**config.mk**
```make
export PLATFORM = sky130hd
export DESIGN_NAME = cmd_sequencer_flat
export DESIGN_NICKNAME = d
export VERILOG_FILES = /design/src/rtl/cmd_sequencer_if.sv /design/src/rtl/cmd_sequencer.sv /design/src/flat_wrapper.sv
export SDC_FILE = /design/constraint.sdc
export NUM_CORES = 1
export LEC_CHECK = 0
export ABC_CLOCK_PERIOD_IN_PS = 3900
export CAP_MARGIN = 25
export CORE_UTILIZATION = 40
export DETAILED_ROUTE_END_ITERATION = 10
export PLACE_DENSITY = 0.61
export REMOVE_ABC_BUFFERS = 1
export SLEW_MARGIN = 20
export SYNTH_ARGS = -nofsm -noshare
export SYNTH_HDL_FRONTEND = slang
export SYNTH_SLANG_ARGS = --single-unit
export TNS_END_PERCENT = 50
```
**constraint.sdc**
```tcl
create_clock -name clk -period 3.9 [get_ports clk]
set_input_delay 0.78 -clock clk [delete_from_list [all_inputs] [get_ports clk]]
set_output_delay 0.78 -clock clk [all_outputs]
set_load 0.02 [all_outputs]
```
**src/rtl/cmd_sequencer_if.sv**
```systemverilog
`default_nettype none
// ============================================================================
// Module   : cmd_sequencer_if
// Purpose  : Host/core-facing bundle of the command sequencer: load handshake,
//            replay controls, the command bus toward the core and status.
// Revision : 1.0 - initial release
// ============================================================================
interface cmd_sequencer_if #(
  parameter int DEPTH = 16
) ();

  localparam int CW = $clog2(DEPTH) + 1;

  logic          ena;
  logic          load_valid;
  logic          load_ready;
  logic [3:0]    load_opcode;
  logic [3:0]    load_addr;
  logic [3:0]    load_data;
  logic          load_we;
  logic          start;
  logic          stop;
  logic          clear;
  logic          loop_en;
  logic [3:0]    out_opcode;
  logic [3:0]    out_addr;
  logic [3:0]    out_data;
  logic          out_write_enable;
  logic          issue;
  logic          busy;
  logic          done;
  logic [CW-1:0] count;

  // Host / testbench side
  modport master (
    output ena, load_valid, load_opcode, load_addr, load_data, load_we,
           start, stop, clear, loop_en,
    input  load_ready, out_opcode, out_addr, out_data, out_write_enable,
           issue, busy, done, count
  );

  // Sequencer side
  modport slave (
    input  ena, load_valid, load_opcode, load_addr, load_data, load_we,
           start, stop, clear, loop_en,
    output load_ready, out_opcode, out_addr, out_data, out_write_enable,
           issue, busy, done, count
  );

endinterface
`default_nettype wire

```
**src/rtl/cmd_sequencer.sv**
```systemverilog
`default_nettype none
// ============================================================================
// Module   : cmd_sequencer
// Purpose  : Buffers a short host-loaded program of {opcode, addr, data, we}
//            commands and replays it to the seven-segment core, one command
//            every STEP_CYCLES clocks, optionally looping.
// Revision : 1.0 - initial release
// ============================================================================
module cmd_sequencer #(
  parameter int DEPTH       = 16,
  parameter int STEP_CYCLES = 4
) (
  input  logic                 clk,
  input  logic                 rst,
  cmd_sequencer_if.slave       bus
);

  localparam int PW = $clog2(DEPTH);
  localparam int CW = PW + 1;
  localparam int TW = (STEP_CYCLES > 1) ? $clog2(STEP_CYCLES) : 1;

  typedef enum logic [0:0] {
    S_IDLE = 1'b0,
    S_RUN  = 1'b1
  } state_t;

  typedef struct packed {
    logic [3:0] opcode;
    logic [3:0] addr;
    logic [3:0] data;
    logic       we;
  } entry_t;

  entry_t          mem_q [DEPTH];

  state_t          state_q,      state_d;
  logic [CW-1:0]   count_q,      count_d;
  logic [PW-1:0]   rd_ptr_q,     rd_ptr_d;
  logic [TW-1:0]   timer_q,      timer_d;
  logic [3:0]      out_opcode_q, out_opcode_d;
  logic [3:0]      out_addr_q,   out_addr_d;
  logic [3:0]      out_data_q,   out_data_d;
  logic            out_we_q,     out_we_d;
  logic            issue_q,      issue_d;
  logic            done_q,       done_d;

  logic            load_ready;
  logic            accept;
  logic            wr_en;
  entry_t          wr_entry;
  entry_t          rd_entry;
  logic            timer_last;
  logic            ptr_last;

  // Loading is only possible while idle; a same-cycle clear refuses the
  // offer so the host never sees a handshake whose data is discarded.
  // The host is expected to hold load_valid low while ena is low.
  assign load_ready = (state_q == S_IDLE) && (count_q < CW'(DEPTH)) && !bus.clear;
  assign accept     = bus.load_valid && load_ready;

  assign wr_entry   = {bus.load_opcode, bus.load_addr, bus.load_data, bus.load_we};
  assign rd_entry   = mem_q[rd_ptr_q];
  assign timer_last = (timer_q == TW'(STEP_CYCLES - 1));
  assign ptr_last   = (CW'(rd_ptr_q) == (count_q - CW'(1)));

  // Next-state, storage-write and output computation; everything holds when ena is low
  always_comb begin
    state_d      = state_q;
    count_d      = count_q;
    rd_ptr_d     = rd_ptr_q;
    timer_d      = timer_q;
    out_opcode_d = out_opcode_q;
    out_addr_d   = out_addr_q;
    out_data_d   = out_data_q;
    out_we_d     = 1'b0;
    issue_d      = 1'b0;
    done_d       = 1'b0;
    wr_en        = 1'b0;

    if (bus.ena) begin
      case (state_q)
        S_IDLE: begin
          if (bus.clear) begin
            count_d = '0;
          end else begin
            if (accept) begin
              wr_en   = 1'b1;
              count_d = count_q + CW'(1);
            end
            // count_d already includes a command accepted this same cycle
            if (bus.start && (count_d != '0)) begin
              state_d  = S_RUN;
              rd_ptr_d = '0;
              timer_d  = '0;
            end
          end
        end

        S_RUN: begin
          if (bus.stop) begin
            state_d = S_IDLE;
          end else begin
            if (timer_q == '0) begin
              out_opcode_d = rd_entry.opcode;
              out_addr_d   = rd_entry.addr;
              out_data_d   = rd_entry.data;
              out_we_d     = rd_entry.we;
              issue_d      = 1'b1;
            end
            if (timer_last) begin
              timer_d = '0;
              if (!ptr_last) begin
                rd_ptr_d = rd_ptr_q + PW'(1);
              end else if (bus.loop_en) begin
                rd_ptr_d = '0;
              end else begin
                state_d = S_IDLE;
                done_d  = 1'b1;
              end
            end else begin
              timer_d = timer_q + TW'(1);
            end
          end
        end

        default: state_d = S_IDLE;
      endcase
    end
  end

  // Control and output registers
  always_ff @(posedge clk) begin
    if (rst) begin
      state_q      <= S_IDLE;
      count_q      <= '0;
      rd_ptr_q     <= '0;
      timer_q      <= '0;
      out_opcode_q <= '0;
      out_addr_q   <= '0;
      out_data_q   <= '0;
      out_we_q     <= 1'b0;
      issue_q      <= 1'b0;
      done_q       <= 1'b0;
    end else begin
      state_q      <= state_d;
      count_q      <= count_d;
      rd_ptr_q     <= rd_ptr_d;
      timer_q      <= timer_d;
      out_opcode_q <= out_opcode_d;
      out_addr_q   <= out_addr_d;
      out_data_q   <= out_data_d;
      out_we_q     <= out_we_d;
      issue_q      <= issue_d;
      done_q       <= done_d;
    end
  end

  // Command storage; new entries land at the current fill level
  always_ff @(posedge clk) begin
    if (rst) begin
      for (int i = 0; i < DEPTH; i++) begin
        mem_q[i] <= '0;
      end
    end else if (wr_en) begin
      mem_q[count_q[PW-1:0]] <= wr_entry;
    end
  end

  assign bus.load_ready       = load_ready;
  assign bus.out_opcode       = out_opcode_q;
  assign bus.out_addr         = out_addr_q;
  assign bus.out_data         = out_data_q;
  assign bus.out_write_enable = out_we_q;
  assign bus.issue            = issue_q;
  assign bus.done             = done_q;
  assign bus.busy             = (state_q == S_RUN);
  assign bus.count            = count_q;

endmodule
`default_nettype wire

```
**src/flat_wrapper.sv**
```systemverilog
// flat-port wrapper written by rule: the top's interface ports become plain ports
module cmd_sequencer_flat 
#(
  parameter int DEPTH       = 16,
  parameter int STEP_CYCLES = 4
)
  (clk, rst, bus_ena, bus_load_valid, bus_load_opcode, bus_load_addr, bus_load_data, bus_load_we, bus_start, bus_stop, bus_clear, bus_loop_en, bus_load_ready, bus_out_opcode, bus_out_addr, bus_out_data, bus_out_write_enable, bus_issue, bus_busy, bus_done, bus_count);
  cmd_sequencer_if #(.DEPTH(DEPTH)) bus_i ();
  input  logic clk;
  input  logic rst;
  input wire logic [$bits(bus_i.ena)-1:0] bus_ena;
  input wire logic [$bits(bus_i.load_valid)-1:0] bus_load_valid;
  input wire logic [$bits(bus_i.load_opcode)-1:0] bus_load_opcode;
  input wire logic [$bits(bus_i.load_addr)-1:0] bus_load_addr;
  input wire logic [$bits(bus_i.load_data)-1:0] bus_load_data;
  input wire logic [$bits(bus_i.load_we)-1:0] bus_load_we;
  input wire logic [$bits(bus_i.start)-1:0] bus_start;
  input wire logic [$bits(bus_i.stop)-1:0] bus_stop;
  input wire logic [$bits(bus_i.clear)-1:0] bus_clear;
  input wire logic [$bits(bus_i.loop_en)-1:0] bus_loop_en;
  output wire logic [$bits(bus_i.load_ready)-1:0] bus_load_ready;
  output wire logic [$bits(bus_i.out_opcode)-1:0] bus_out_opcode;
  output wire logic [$bits(bus_i.out_addr)-1:0] bus_out_addr;
  output wire logic [$bits(bus_i.out_data)-1:0] bus_out_data;
  output wire logic [$bits(bus_i.out_write_enable)-1:0] bus_out_write_enable;
  output wire logic [$bits(bus_i.issue)-1:0] bus_issue;
  output wire logic [$bits(bus_i.busy)-1:0] bus_busy;
  output wire logic [$bits(bus_i.done)-1:0] bus_done;
  output wire logic [$bits(bus_i.count)-1:0] bus_count;
  assign bus_i.ena = bus_ena;
  assign bus_i.load_valid = bus_load_valid;
  assign bus_i.load_opcode = bus_load_opcode;
  assign bus_i.load_addr = bus_load_addr;
  assign bus_i.load_data = bus_load_data;
  assign bus_i.load_we = bus_load_we;
  assign bus_i.start = bus_start;
  assign bus_i.stop = bus_stop;
  assign bus_i.clear = bus_clear;
  assign bus_i.loop_en = bus_loop_en;
  assign bus_load_ready = bus_i.load_ready;
  assign bus_out_opcode = bus_i.out_opcode;
  assign bus_out_addr = bus_i.out_addr;
  assign bus_out_data = bus_i.out_data;
  assign bus_out_write_enable = bus_i.out_write_enable;
  assign bus_issue = bus_i.issue;
  assign bus_busy = bus_i.busy;
  assign bus_done = bus_i.done;
  assign bus_count = bus_i.count;
  cmd_sequencer #(.DEPTH(DEPTH), .STEP_CYCLES(STEP_CYCLES)) u_core (.clk(clk), .rst(rst), .bus(bus_i));
endmodule
```
Word level (Yosys, flattened, before mapping)
Memories as Yosys holds them, arrays and structs flattened. A register that Yosys moved wholly into a read port is not among the register bits. Cells that the tools add are included.

$add $sub $neg: 4. Order comparisons: 1. Equal/unequal tests: 7. Mux-type cells: 40. Bitwise logic cells: 6. Reductions and logical operators: 15.

Operators by type and width (number): $mux 4 (9); $mux 5 (5); $mux 1 (18); $mux 13 (1); $reduce_or 13->1 (1); $mux 2 (4); $ne 2x2->1 const B (4); $pmux 4 s2 (1); $reduce_and 4->1 (2); $not 1->1 (6); $reduce_and 6->1 (1); $reduce_or 6->1 (1); $add 5x1->5 const B (1); $eq 4x5->1 (1); $lt 5x5->1 const B (1); $reduce_bool 5->1 (1); $reduce_or 5->1 (1); $sub 5x1->5 const B (1); $add 4x1->4 const B (1); $logic_and 1x1->1 (4); $pmux 2 s2 (1); $reduce_or 4->1 (1); $ne 3x3->1 const B (1); $add 2x1->2 const B (1); 5 further kinds (5).

Flip-flop bits (word level): 27. Bits in writable memories: 208. Input bits: 21. Output and inout port bits: 22. Logic and storage cells: 84. Memories kept: 1.

Memories: u_core.mem_q (words 16, bits a word 13, rd ports 1, clocked after Yosys merged registers in 1, write ports 16, RTL line cmd_sequencer.sv:34) `entry_t mem_q [DEPTH];`.

Depth between registers and ports, before layout
Word-level depth: 15. Mapped depth: 9. Gate-level depth less buffers: 8.

Worst setup path after synthesis
OpenSTA, ideal clock, no wires.

Path type: reg-to-reg. Start: register u_core.count_q[0], in the netlist u_core.bus.count[0]. End: register (tool-made name). Library setup time: 127 ps. Data arrival time: 2339 ps. Data required time: 3773 ps. Path slack: 1434 ps. Cell stages (with the launch flop): 10. Path buffers: 1. Clock period less this slack: 2466 ps. Cells stage by stage: dfxtp_1 -> clkbuf_1 -> inv_1 -> ha_1 -> o21ba_1 -> a221o_1 -> a211oi_2 -> nand3b_1 -> nand3b_1 -> o211ai_1.

RTL lines: start, declared (RTL line cmd_sequencer.sv:37) `logic [CW-1:0] count_q, count_d;`; start signal, assigned (RTL line cmd_sequencer.sv:146) `count_q <= count_d;`.

Worst setup path in the final report
Start: input bus_clear. End: output bus_load_ready.

Longest elaborated chain between the ends: 2.

RTL lines: start, declared (RTL line flat_wrapper.sv:19) `input wire logic [$bits(bus_i.clear)-1:0] bus_clear;`; $logic_not 1->1 (RTL line cmd_sequencer.sv:58) `assign load_ready = (state_q == S_IDLE) && (count_q < CW'(DEPTH)) && !bus.clear;`; $logic_and 1x1->1 (RTL line cmd_sequencer.sv:58); end, declared (RTL line flat_wrapper.sv:21) `output wire logic [$bits(bus_i.load_ready)-1:0] bus_load_ready;`.

No other way between the ends.

==> reports/metrics.yaml <==
utilization: 0.463
synthAdderAreaFrac: 0.00909
syn_avg_cell_area_um2: 15.1
dpl.hpwl_mm: 18.0
routed-via-count: 6216
routed_via_density: 5.57
syn2layout_area_growth_pct: 13.4
cp.required_ns: 3.12
drive_above_1_share: 0.186
drc: 0
cts_setup_buffers: 0
timing.hold.ws_ns: 0.481
clock.fmax_mhz: 336
synth_xor_area_frac: 0.00477
grt_pass1_vias: 6337
crit_buf_inv: 2
p_leak_nw: 4.38
dp_cells: 1073
overflow: 0
yosys_warnings: 0
fin_area_um2: 12500
antenna_cells: 0
cp_cell_sequence: "clkdlybuf4s50_1, nor3_1, clkdlybuf4s50_1"
cts_buffers: 24
cp.depth: 3
setup_viol: 0
synth.ff_latch_count: 239
r2r_cells: 8
synth_top_family_by_area: "simple AND/OR/NAND/NOR gates"
grt_antenna_before_repair: 0
relSlewSlack: 0.395
cpMostUsedCell: "clkdlybuf4s50_1"
core_um2: 27000
ys_types: 50
nets: 787
fp.dieW_um: 168
slew_violations: 0
yosys.area_share.simple: 0.163
hold_violations: 0
clock_latency_ns: 0.52
fillerInstances: 2279
synth_edf_count: 208
cts.path.max_buffers: 3
cts.sinks: 239
crit_arrival_ns: 2.20
min_period_ns: 2.98
synthMuxAreaShare: 0.134
portBuffers: 42
cts-resized-gates: 0
critPathCaptureType: "output pin"
crit_path_start_kind: "primary input"
ys.flop_type: "edfxtp_1"
dieHeight_um: 168
whs_path_depth: 1
gpl.final_weighted_congestion: 0.848
initial_utilization: 0.408
placed_area_um2: 11800
dieArea_um2: 28200
async_flop_share: 0
htree_levels: 1
grt_max_degree: 29
cts_root_buf: "clkbuf_16"
outcome: "complete, no violations"
io_pins: 43
worst_slew_pin_slew_ns: 0.906
finClkSkew_ns: 0.0147
fin_cells: 1115
rsz0062_at_grt: "false"
hold_path.class: "flop to flop"
finalCritPeriodShare: 0.763
syn_area_um2: 11000
drtAntennaViolNets: 0
critical_path.top_delay_family: "buffers and inverters"
hold_buffers: 0
layout_commonest_cell: "and2_1"
p_per_area_nw_per_um2: 423
layout_common_cells: "and2_1, edfxtp_1, mux4_2, clkdlybuf4s50_1, dfxtp_1"
rows: 60
tns_ns: 0
max_cap_viol_count: 0
critPathMaxFanout: 8
postRouteWirelength_mm: 26.5
critPathMaxStageDelay_ns: 0.63
drtPass1Iterations: 6
cp_slowest_cell: "clkdlybuf4s50_1"
syn_inst: 727
synth-compound-area-share: 0.0359
peakVddDrop_v: 0.000238
ys_seq_area_frac: 0.624
grt_pass1_wl_mm: 40.5
wl_per_cell_um: 23.7
cts.clk_slew.worst_paths_ns: 0.06
track_usage: 0.195
cts_tree: "done"
drtIter0Drc: 507
critPathKind: "primary input to output pin"
==> synth_stat cells (3+ instances only) <==
| library cell | instances | share of area |
|---|---|---|
| or2_2 | 16 | 0.0091 |
| xnor2_1 | 3 | 0.0024 |
| mux4_2 | 64 | 0.13 |
| ha_1 | 8 | 0.0091 |
| buf_6 | 8 | 0.0082 |
| inv_1 | 12 | 0.0041 |
| mux2i_1 | 3 | 0.0027 |
| nor3b_1 | 3 | 0.0020 |
| nor3_1 | 3 | 0.0014 |
| nor2b_1 | 3 | 0.0017 |
| nand2_1 | 11 | 0.0038 |
| dfxtp_1 | 31 | 0.056 |
| xor2_1 | 3 | 0.0024 |
| a211oi_1 | 3 | 0.0020 |
| o211ai_1 | 5 | 0.0034 |
| edfxtp_1 | 208 | 0.57 |
| a31oi_1 | 3 | 0.0017 |
| nand2b_1 | 3 | 0.0017 |
| nor3_2 | 4 | 0.0036 |
| buf_2 | 3 | 0.0014 |
| a21oi_1 | 7 | 0.0032 |
| clkbuf_1 | 45 | 0.015 |
| and2_1 | 209 | 0.12 |
| nor2_1 | 22 | 0.0075 |
| a22o_1 | 12 | 0.0095 |
| nand3_1 | 3 | 0.0014 |
| nand3b_1 | 4 | 0.0027 |
==> per-stage QoR <==
step                      total power, mW  worst slack (ns)
after floorplan                      3.02             0.209
after global placement               3.15             0.699
after detailed placement             3.16             0.535
after CTS                            5.30             0.930
after global routing                 5.42             0.888
final                                5.27             0.923
==> where the power goes <==
group	switching, mW	total [mW]	internal [mW]
clock	0.945	2.17	1.23
combinational	0.145	0.222	0.0775
sequential	0.0298	2.88	2.85
==> flip-flops by register name, indices dropped and copies added, names as in the netlist, named ones only <==
| register | flops |
|---|---|
| u_core.mem_q | 208 |
| u_core.bus.out_write_enable | 1 |
| u_core.bus.count | 5 |
| u_core.bus.done | 1 |
| u_core.bus.out_opcode | 4 |
| u_core.bus.issue | 1 |
| u_core.bus.out_data | 4 |
| u_core.bus.out_addr | 4 |
| u_core.timer_q | 2 |
| u_core.rd_ptr_q | 4 |
| u_core.bus.busy | 1 |
==> cells by family (layout without fill, tap and decap cells) <==
family | count (synthesis) | in the layout
buffers and inverters | 69 | 116
DFF | 239 | 239
adders and majority gates | 8 | 8
AOI/OAI and AO/OA | 46 | 46
muxes | 67 | 67
and+or+nand+nor | 292 | 292
xor gates and xnor gates | 6 | 6
==> final cells by class <==
cell class / count / area (um^2) / share of cell area
timing repair buffer: 62 / 596 / 0.0477
sequential: 239 / 6870 / 0.551
clock inverter: 11 / 72.6 / 0.00581
tap: 341 / 427 / 0.0342
multi-input combinational: 419 / 3820 / 0.306
inverter: 12 / 45.0 / 0.00361
clock buffer: 31 / 648 / 0.0519
==> path summary, 6_finish.rpt <==
check	startpoint	end	slack [ns]
max	bus_clear	bus_load_ready	0.92
min	u_core.bus.out_opcode[2]$_SDFFE_PP0P_	u_core.bus.out_opcode[2]$_SDFFE_PP0P_	0.48
max reg2reg	u_core.bus.count[0]$_SDFFE_PP0P_	flop	1.31
min reg2reg	u_core.bus.out_opcode[2]$_SDFFE_PP0P_	u_core.bus.out_opcode[2]$_SDFFE_PP0P_	0.48
==> metal layers <==
metal	GRT usage	vias to the layer above	wire length (um)
li1	-	2735	-
met1	0.268	3209	11400
met2	0.332	229	13100
met3	0.0252	43	1470
met4	0.0419	0	548
met5	0	-	0
Note: power is estimated with default switching activity, not from simulation.
